`config.mk`:
```
export PLATFORM = sky130hd
export DESIGN_NAME = mem_port_arbiter
export DESIGN_NICKNAME = d
export VERILOG_FILES = /design/src/rtl/mem_port_arbiter.sv
export SDC_FILE = /design/constraint.sdc
export NUM_CORES = 1
export LEC_CHECK = 0
export CAP_MARGIN = 15
export CORE_MARGIN = 2
export CORE_UTILIZATION = 43
export CTS_CLUSTER_DIAMETER = 40
export DETAILED_ROUTE_END_ITERATION = 12
export GPL_ROUTABILITY_DRIVEN = 0
export GPL_TIMING_DRIVEN = 0
export MAX_ROUTING_LAYER = met4
export PLACE_DENSITY = 0.8
export SYNTH_ARGS = -nofsm -noshare
export SYNTH_HDL_FRONTEND = slang
export SYNTH_SLANG_ARGS = --single-unit
```
`constraint.sdc`:
```
create_clock -name clk -period 2.75 [get_ports clk]
set_input_delay 0.825 -clock clk [delete_from_list [all_inputs] [get_ports clk]]
set_output_delay 0.825 -clock clk [all_outputs]
set_load 0.02 [all_outputs]
```
`src/rtl/mem_port_arbiter.sv`:
```
// Shares the unified memory port between instruction fetch and MEM-stage data
// access: one transaction at a time over a variable-latency valid/ready interface.
module mem_port_arbiter #(
  parameter int ADDR_W       = 32,
  parameter int DATA_W       = 32,
  parameter int MAX_D_STREAK = 4,
  parameter int TIMEOUT      = 255
) (
  input  logic              clk,
  input  logic              rst_n,
  input  logic              i_req,
  input  logic [ADDR_W-1:0] i_addr,
  output logic              i_done,
  output logic [DATA_W-1:0] i_rdata,
  input  logic              d_req,
  input  logic              d_we,
  input  logic              d_byte,
  input  logic [ADDR_W-1:0] d_addr,
  input  logic [DATA_W-1:0] d_wdata,
  output logic              d_done,
  output logic [DATA_W-1:0] d_rdata,
  output logic              mem_valid,
  output logic              mem_we,
  output logic [ADDR_W-1:0] mem_addr,
  output logic [3:0]        mem_be,
  output logic [DATA_W-1:0] mem_wdata,
  input  logic              mem_ready,
  input  logic [DATA_W-1:0] mem_rdata,
  output logic              err_timeout
);

  typedef enum logic [1:0] {
    IDLE   = 2'd0,
    BUSY_I = 2'd1,
    BUSY_D = 2'd2
  } state_t;

  localparam logic [DATA_W-1:0] ABORT_DATA  = 32'hDEADBEEF;
  localparam logic [3:0]        STREAK_MAX  = 4'(MAX_D_STREAK);
  localparam logic [8:0]        TIMER_LIMIT = 9'(TIMEOUT);

  state_t              state_r, state_s;
  logic [3:0]          streak_r, streak_s;
  logic [7:0]          timer_r, timer_s;
  logic [8:0]          timer_inc_s;
  logic                i_req_eff_s, d_req_eff_s;
  logic                mem_valid_r, mem_valid_s;
  logic                mem_we_r, mem_we_s;
  logic [ADDR_W-1:0]   mem_addr_r, mem_addr_s;
  logic [3:0]          mem_be_r, mem_be_s;
  logic [DATA_W-1:0]   mem_wdata_r, mem_wdata_s;
  logic                i_done_r, i_done_s;
  logic                d_done_r, d_done_s;
  logic [DATA_W-1:0]   i_rdata_r, i_rdata_s;
  logic [DATA_W-1:0]   d_rdata_r, d_rdata_s;
  logic                err_r, err_s;
  logic                unused_s;

  // Big-endian lane select: byte 0 of the word lives in mem_be[3].
  function automatic logic [3:0] lane_enable(input logic byte_access, input logic [1:0] offset);
    logic [3:0] be;
    if (byte_access) begin
      be = 4'b1000 >> offset;
    end else begin
      be = 4'b1111;
    end
    return be;
  endfunction

  assign unused_s = ^i_addr[1:0];

  // Arbitration, transaction sequencing and timeout abort
  always_comb begin
    state_s     = state_r;
    streak_s    = streak_r;
    timer_s     = timer_r;
    mem_valid_s = mem_valid_r;
    mem_we_s    = mem_we_r;
    mem_addr_s  = mem_addr_r;
    mem_be_s    = mem_be_r;
    mem_wdata_s = mem_wdata_r;
    i_done_s    = 1'b0;
    d_done_s    = 1'b0;
    i_rdata_s   = i_rdata_r;
    d_rdata_s   = d_rdata_r;
    err_s       = err_r;
    i_req_eff_s = i_req & ~i_done_r;
    d_req_eff_s = d_req & ~d_done_r;
    timer_inc_s = {1'b0, timer_r} + 9'd1;
    case (state_r)
      IDLE: begin
        // The done cycle is a settle cycle: requesters are still swapping req/addr.
        if ((i_done_r | d_done_r) == 1'b1) begin
          streak_s = i_req_eff_s ? streak_r : 4'd0;
        end else if (d_req_eff_s && ((streak_r < STREAK_MAX) || !i_req_eff_s)) begin
          state_s     = BUSY_D;
          timer_s     = 8'd0;
          mem_valid_s = 1'b1;
          mem_we_s    = d_we;
          mem_addr_s  = {d_addr[ADDR_W-1:2], 2'b00};
          mem_be_s    = lane_enable(d_byte, d_addr[1:0]);
          mem_wdata_s = d_byte ? {4{d_wdata[7:0]}} : d_wdata;
          streak_s    = i_req_eff_s ? (streak_r + 4'd1) : 4'd0;
        end else if (i_req_eff_s) begin
          state_s     = BUSY_I;
          timer_s     = 8'd0;
          mem_valid_s = 1'b1;
          mem_we_s    = 1'b0;
          mem_addr_s  = {i_addr[ADDR_W-1:2], 2'b00};
          mem_be_s    = 4'b1111;
          mem_wdata_s = {DATA_W{1'b0}};
          streak_s    = 4'd0;
        end else begin
          streak_s = 4'd0;
        end
      end
      BUSY_I, BUSY_D: begin
        // A ready arriving in the final allowed cycle completes normally.
        if (mem_ready) begin
          mem_valid_s = 1'b0;
          state_s     = IDLE;
          if (state_r == BUSY_I) begin
            i_done_s  = 1'b1;
            i_rdata_s = mem_rdata;
          end else begin
            d_done_s  = 1'b1;
            d_rdata_s = mem_we_r ? d_rdata_r : mem_rdata;
          end
        end else if (timer_inc_s == TIMER_LIMIT) begin
          mem_valid_s = 1'b0;
          state_s     = IDLE;
          err_s       = 1'b1;
          timer_s     = timer_inc_s[7:0];
          if (state_r == BUSY_I) begin
            i_done_s  = 1'b1;
            i_rdata_s = ABORT_DATA;
          end else begin
            d_done_s  = 1'b1;
            d_rdata_s = ABORT_DATA;
          end
        end else begin
          timer_s = timer_inc_s[7:0];
        end
      end
      default: begin
        state_s = IDLE;
      end
    endcase
  end

  // State and registered outputs
  always_ff @(posedge clk or negedge rst_n) begin
    if (!rst_n) begin
      state_r     <= IDLE;
      streak_r    <= 4'd0;
      timer_r     <= 8'd0;
      mem_valid_r <= 1'b0;
      mem_we_r    <= 1'b0;
      mem_addr_r  <= {ADDR_W{1'b0}};
      mem_be_r    <= 4'b0000;
      mem_wdata_r <= {DATA_W{1'b0}};
      i_done_r    <= 1'b0;
      d_done_r    <= 1'b0;
      i_rdata_r   <= {DATA_W{1'b0}};
      d_rdata_r   <= {DATA_W{1'b0}};
      err_r       <= 1'b0;
    end else begin
      state_r     <= state_s;
      streak_r    <= streak_s;
      timer_r     <= timer_s;
      mem_valid_r <= mem_valid_s;
      mem_we_r    <= mem_we_s;
      mem_addr_r  <= mem_addr_s;
      mem_be_r    <= mem_be_s;
      mem_wdata_r <= mem_wdata_s;
      i_done_r    <= i_done_s;
      d_done_r    <= d_done_s;
      i_rdata_r   <= i_rdata_s;
      d_rdata_r   <= d_rdata_s;
      err_r       <= err_s;
    end
  end

  assign i_done      = i_done_r;
  assign i_rdata     = i_rdata_r;
  assign d_done      = d_done_r;
  assign d_rdata     = d_rdata_r;
  assign mem_valid   = mem_valid_r;
  assign mem_we      = mem_we_r;
  assign mem_addr    = mem_addr_r;
  assign mem_be      = mem_be_r;
  assign mem_wdata   = mem_wdata_r;
  assign err_timeout = err_r;

endmodule
```
==> results.json, run 1 <==
{
  "r2r_cells": 8,
  "nFillCells": 1208,
  "cts.htree.levels": 4,
  "netlist_area_sq_um": 6630,
  "cts_tree": "built",
  "start_kind": "primary input",
  "grt_pass1_wl_mm": 31.6,
  "timing.final.crit_period_ps": 2510,
  "synth_simple_gate_area_share_pct": 6.85,
  "p_leak_nw": 4.29,
  "dieHeight_um": 128,
  "crit_fanout": 10,
  "synth_edf_count": 0,
  "run_status": "complete, no violations",
  "critical_path.top_delay_family": "buffers and inverters",
  "synth_top_family_by_area": "compound AO/OA/AOI/OAI gates",
  "wl_mm": 20.2,
  "postSynth.asyncResetShare_pct": 100,
  "post_cts_buffers": 0,
  "synthCells": 571,
  "io_buffers": 265,
  "regToRegEndpoint": "i_rdata[19]",
  "grt_overflow_total": 0,
  "grt_max_degree": 92,
  "root_buffer": "clkbuf_16",
  "wl_per_cell_um": 19.1,
  "yosysWarnings": 0,
  "ys_ff_latch": 149,
  "synth_mux_area_share_pct": 8.33,
  "cts_made_buffers": 17,
  "worstMarginPinSlew_ps": 790,
  "first_iter_violations": 305,
  "dp.final_hpwl_mm": 15.2,
  "die-area_sq_um": 16400,
  "fin_nets": 997,
  "rows": 45,
  "placed_area_sq_um": 9550,
  "path_cells": "clkdlybuf4s50_1, nor2b_1, o21a_1, clkbuf_1, buf_2, mux2i_1, o21ai_0",
  "fin_crit_sh_pct": 91.4,
  "clockBufferDepth": 2,
  "endpoint_kind": "flop",
  "diodes": 0,
  "finalSetupViolations": 0,
  "slowest_stage": "clkdlybuf4s50_1",
  "rsz0062_at_grt": "false",
  "cts_resized": 0,
  "synth_cell_type_count": 48,
  "dieWidth_um": 128,
  "layout.cells.non_filler": 1058,
  "fin_area_sq_um": 10100,
  "vias_per_cell": 5.41,
  "drt_pass1_iterations": 5,
  "cts_hold_buf": 0,
  "max_freq_mhz": 398,
  "clock_latency_ps": 410,
  "path_class": "primary input to flop",
  "avgSynthCellArea_sq_um": 11.6,
  "worstPathArrival_ps": 2790,
  "place_inst": 1026,
  "initial_core_util_pct": 43.8,
  "hold_path.class": "primary input to async pin",
  "synth_seq_area_share_pct": 56.3,
  "synth-compound-area-share_pct": 23.3,
  "drc": 0,
  "slew_viol_final": 0,
  "r2r-start": "timer_r[1]",
  "cts.sinks": 149,
  "crit_buf_inv": 3,
  "grt_use_total_pct": 25.7,
  "area.growth.synth_to_final_pct": 52.8,
  "grt_pass1_vias": 5922,
  "relSlewSlack_pct": 47.1,
  "cp_data_required_time_ps": 3020,
  "synth-xor-area-share_pct": 0.397,
  "irDropWorstVdd_uv": 759,
  "clock_skew_ps": 6.63,
  "ios": 272,
  "core_sq_um": 15100,
  "yosys.area_share.adder_pct": 0.944,
  "max_cap_viol_count": 0,
  "drt.antenna.violating_nets": 0,
  "vias": 5728,
  "hold_viol": 0,
  "powerDensity_nw_per_um2": 1260,
  "drive_gt1_share_pct": 8.05,
  "antenna_found_initial": 0,
  "path_clk_slew_ps": 60,
  "r2r_slack_ps": 440,
  "max_stage_delay_ps": 480,
  "fin_tns_setup_ps": 0,
  "synth_ff_type": "dfrtp_1"
}
## report_power, final
group | switching, W | leakage [nW] | internal (W)
registers | 0.000652 | 1.83 | 0.00323
clock network | 0.000873 | 0.287 | 0.00140
logic | 0.00350 | 2.17 | 0.00315
total | 0.00502 | 4.29 | 0.00778
## cell usage after synthesis (6+ instances only)
cell,count,area [sq um]
nand2b_1,7,43.8
dfrtp_1,149,3730
a22o_1,19,166
clkbuf_1,28,105
mux2i_1,54,541
a21o_1,6,45.0
nor2_1,11,41.3
o21ai_0,66,330
a22oi_1,8,60.1
o22ai_1,24,150
inv_1,8,30.0
nand2_1,68,255
a2bb2oi_2,19,285
o22a_1,24,210
a31oi_1,9,56.3
o2bb2ai_1,8,70.1
## how the worst max path moves through the flow
stage	slack [ps]	depth (start not counted)	from	to
after floorplan	430	7	mem_ready	timer_r[7]
after global placement	-5240	1	rst_n	mem_addr[12]
after detailed placement	-350	7	i_req	mem_addr[4]
after CTS	80	7	i_req	mem_addr[4]
after global routing	7	7	d_req	mem_addr[9]
final	240	7	d_req	mem_addr[9]
## metal layers
metal	share of wire, %	up-vias	global-route usage (%)
li1	-	2680	-
met1	40	2775	30.1
met2	50	243	42.7
met3	8.0	30	7.47
met4	2.0	0	8.34
met5	0	-	-
## cells in the final DEF, fill, tap and decap left out, drive strengths merged, types with 7 or more instances in the layout
| cell type | instances |
|---|---|
| clkdlybuf4s50 | 264 |
| nand2b | 7 |
| o2bb2ai | 8 |
| a31oi | 9 |
| a22o | 19 |
| o22ai | 24 |
| mux2i | 54 |
| nand2 | 68 |
| nor2 | 11 |
| dfrtp | 149 |
| a22oi | 8 |
| buf | 13 |
| a2bb2oi | 24 |
| o22a | 24 |
| clkbuf | 51 |
| o21ai | 68 |
| inv | 11 |
## kinds of logic after synthesis
group | after synthesis
buffers and inverters | 50
flip-flops | 149
multiplexers | 55
XOR/XNOR | 3
other | 1
adder cells (fa/ha/maj) | 5
AO/OA/AOI/OAI | 204
AND/OR/NAND/NOR | 104
## layout make-up
class / instances / area [sq um] / area share [%]
flip-flops and latches: 149 / 3730 / 36.8
repair buffers: 266 / 2680 / 26.5
multi-input cells: 373 / 2650 / 26.1
clock buffers: 23 / 478 / 4.72
well taps: 188 / 235 / 2.32
plain buffers: 39 / 206 / 2.04
clock inverters: 9 / 101 / 1.00
inverters: 11 / 48.8 / 0.482
## metrics by stage
stage | power [W] | utilization, % | worst slack, ps | hold slack, ps
final | 0.0128 | 66.9 | 237 | 381
after global routing | 0.0135 | 66.9 | 7.08 | 413
after CTS | 0.0129 | 66.9 | 80.2 | 392
after detailed placement | 0.0106 | 63.0 | -355 | 448
after global placement | 0.0104 | 62.8 | -5240 | 445
after floorplan | 0.00751 | - | 425 | 454
## sequential cells by signal, indices dropped and copies added (netlist names)
signal	flops
mem_be	4
mem_addr	30
d_rdata	32
i_rdata	32
mem_wdata	32
d_done	1
err_timeout	1
timer_r	8
mem_valid	1
streak_r	4
state_r	2
mem_we	1
i_done	1
Note: power is estimated with default switching activity, not from simulation.
==> inputs of run 2 (changes only) <==
--- a/config.mk
+++ b/config.mk
@@ -17,3 +17,4 @@
 export SYNTH_ARGS = -nofsm -noshare
 export SYNTH_HDL_FRONTEND = slang
 export SYNTH_SLANG_ARGS = --single-unit
+export TNS_END_PERCENT = 1
==> results of run 2 <==
Final layout, timing and power as in run 1 (identical DEF).
==> inputs of run 3 (changes only) <==
--- a/config.mk
+++ b/config.mk
@@ -8,10 +8,11 @@
 export CAP_MARGIN = 15
 export CORE_MARGIN = 2
 export CORE_UTILIZATION = 43
-export CTS_CLUSTER_DIAMETER = 40
+export CTS_CLUSTER_DIAMETER = 30
 export DETAILED_ROUTE_END_ITERATION = 12
 export GPL_ROUTABILITY_DRIVEN = 0
 export GPL_TIMING_DRIVEN = 0
+export HOLD_SLACK_MARGIN = 0.1
 export MAX_ROUTING_LAYER = met4
 export PLACE_DENSITY = 0.8
 export SYNTH_ARGS = -nofsm -noshare
==> results of run 3 <==
Final layout, timing and power as in run 1 (identical DEF).
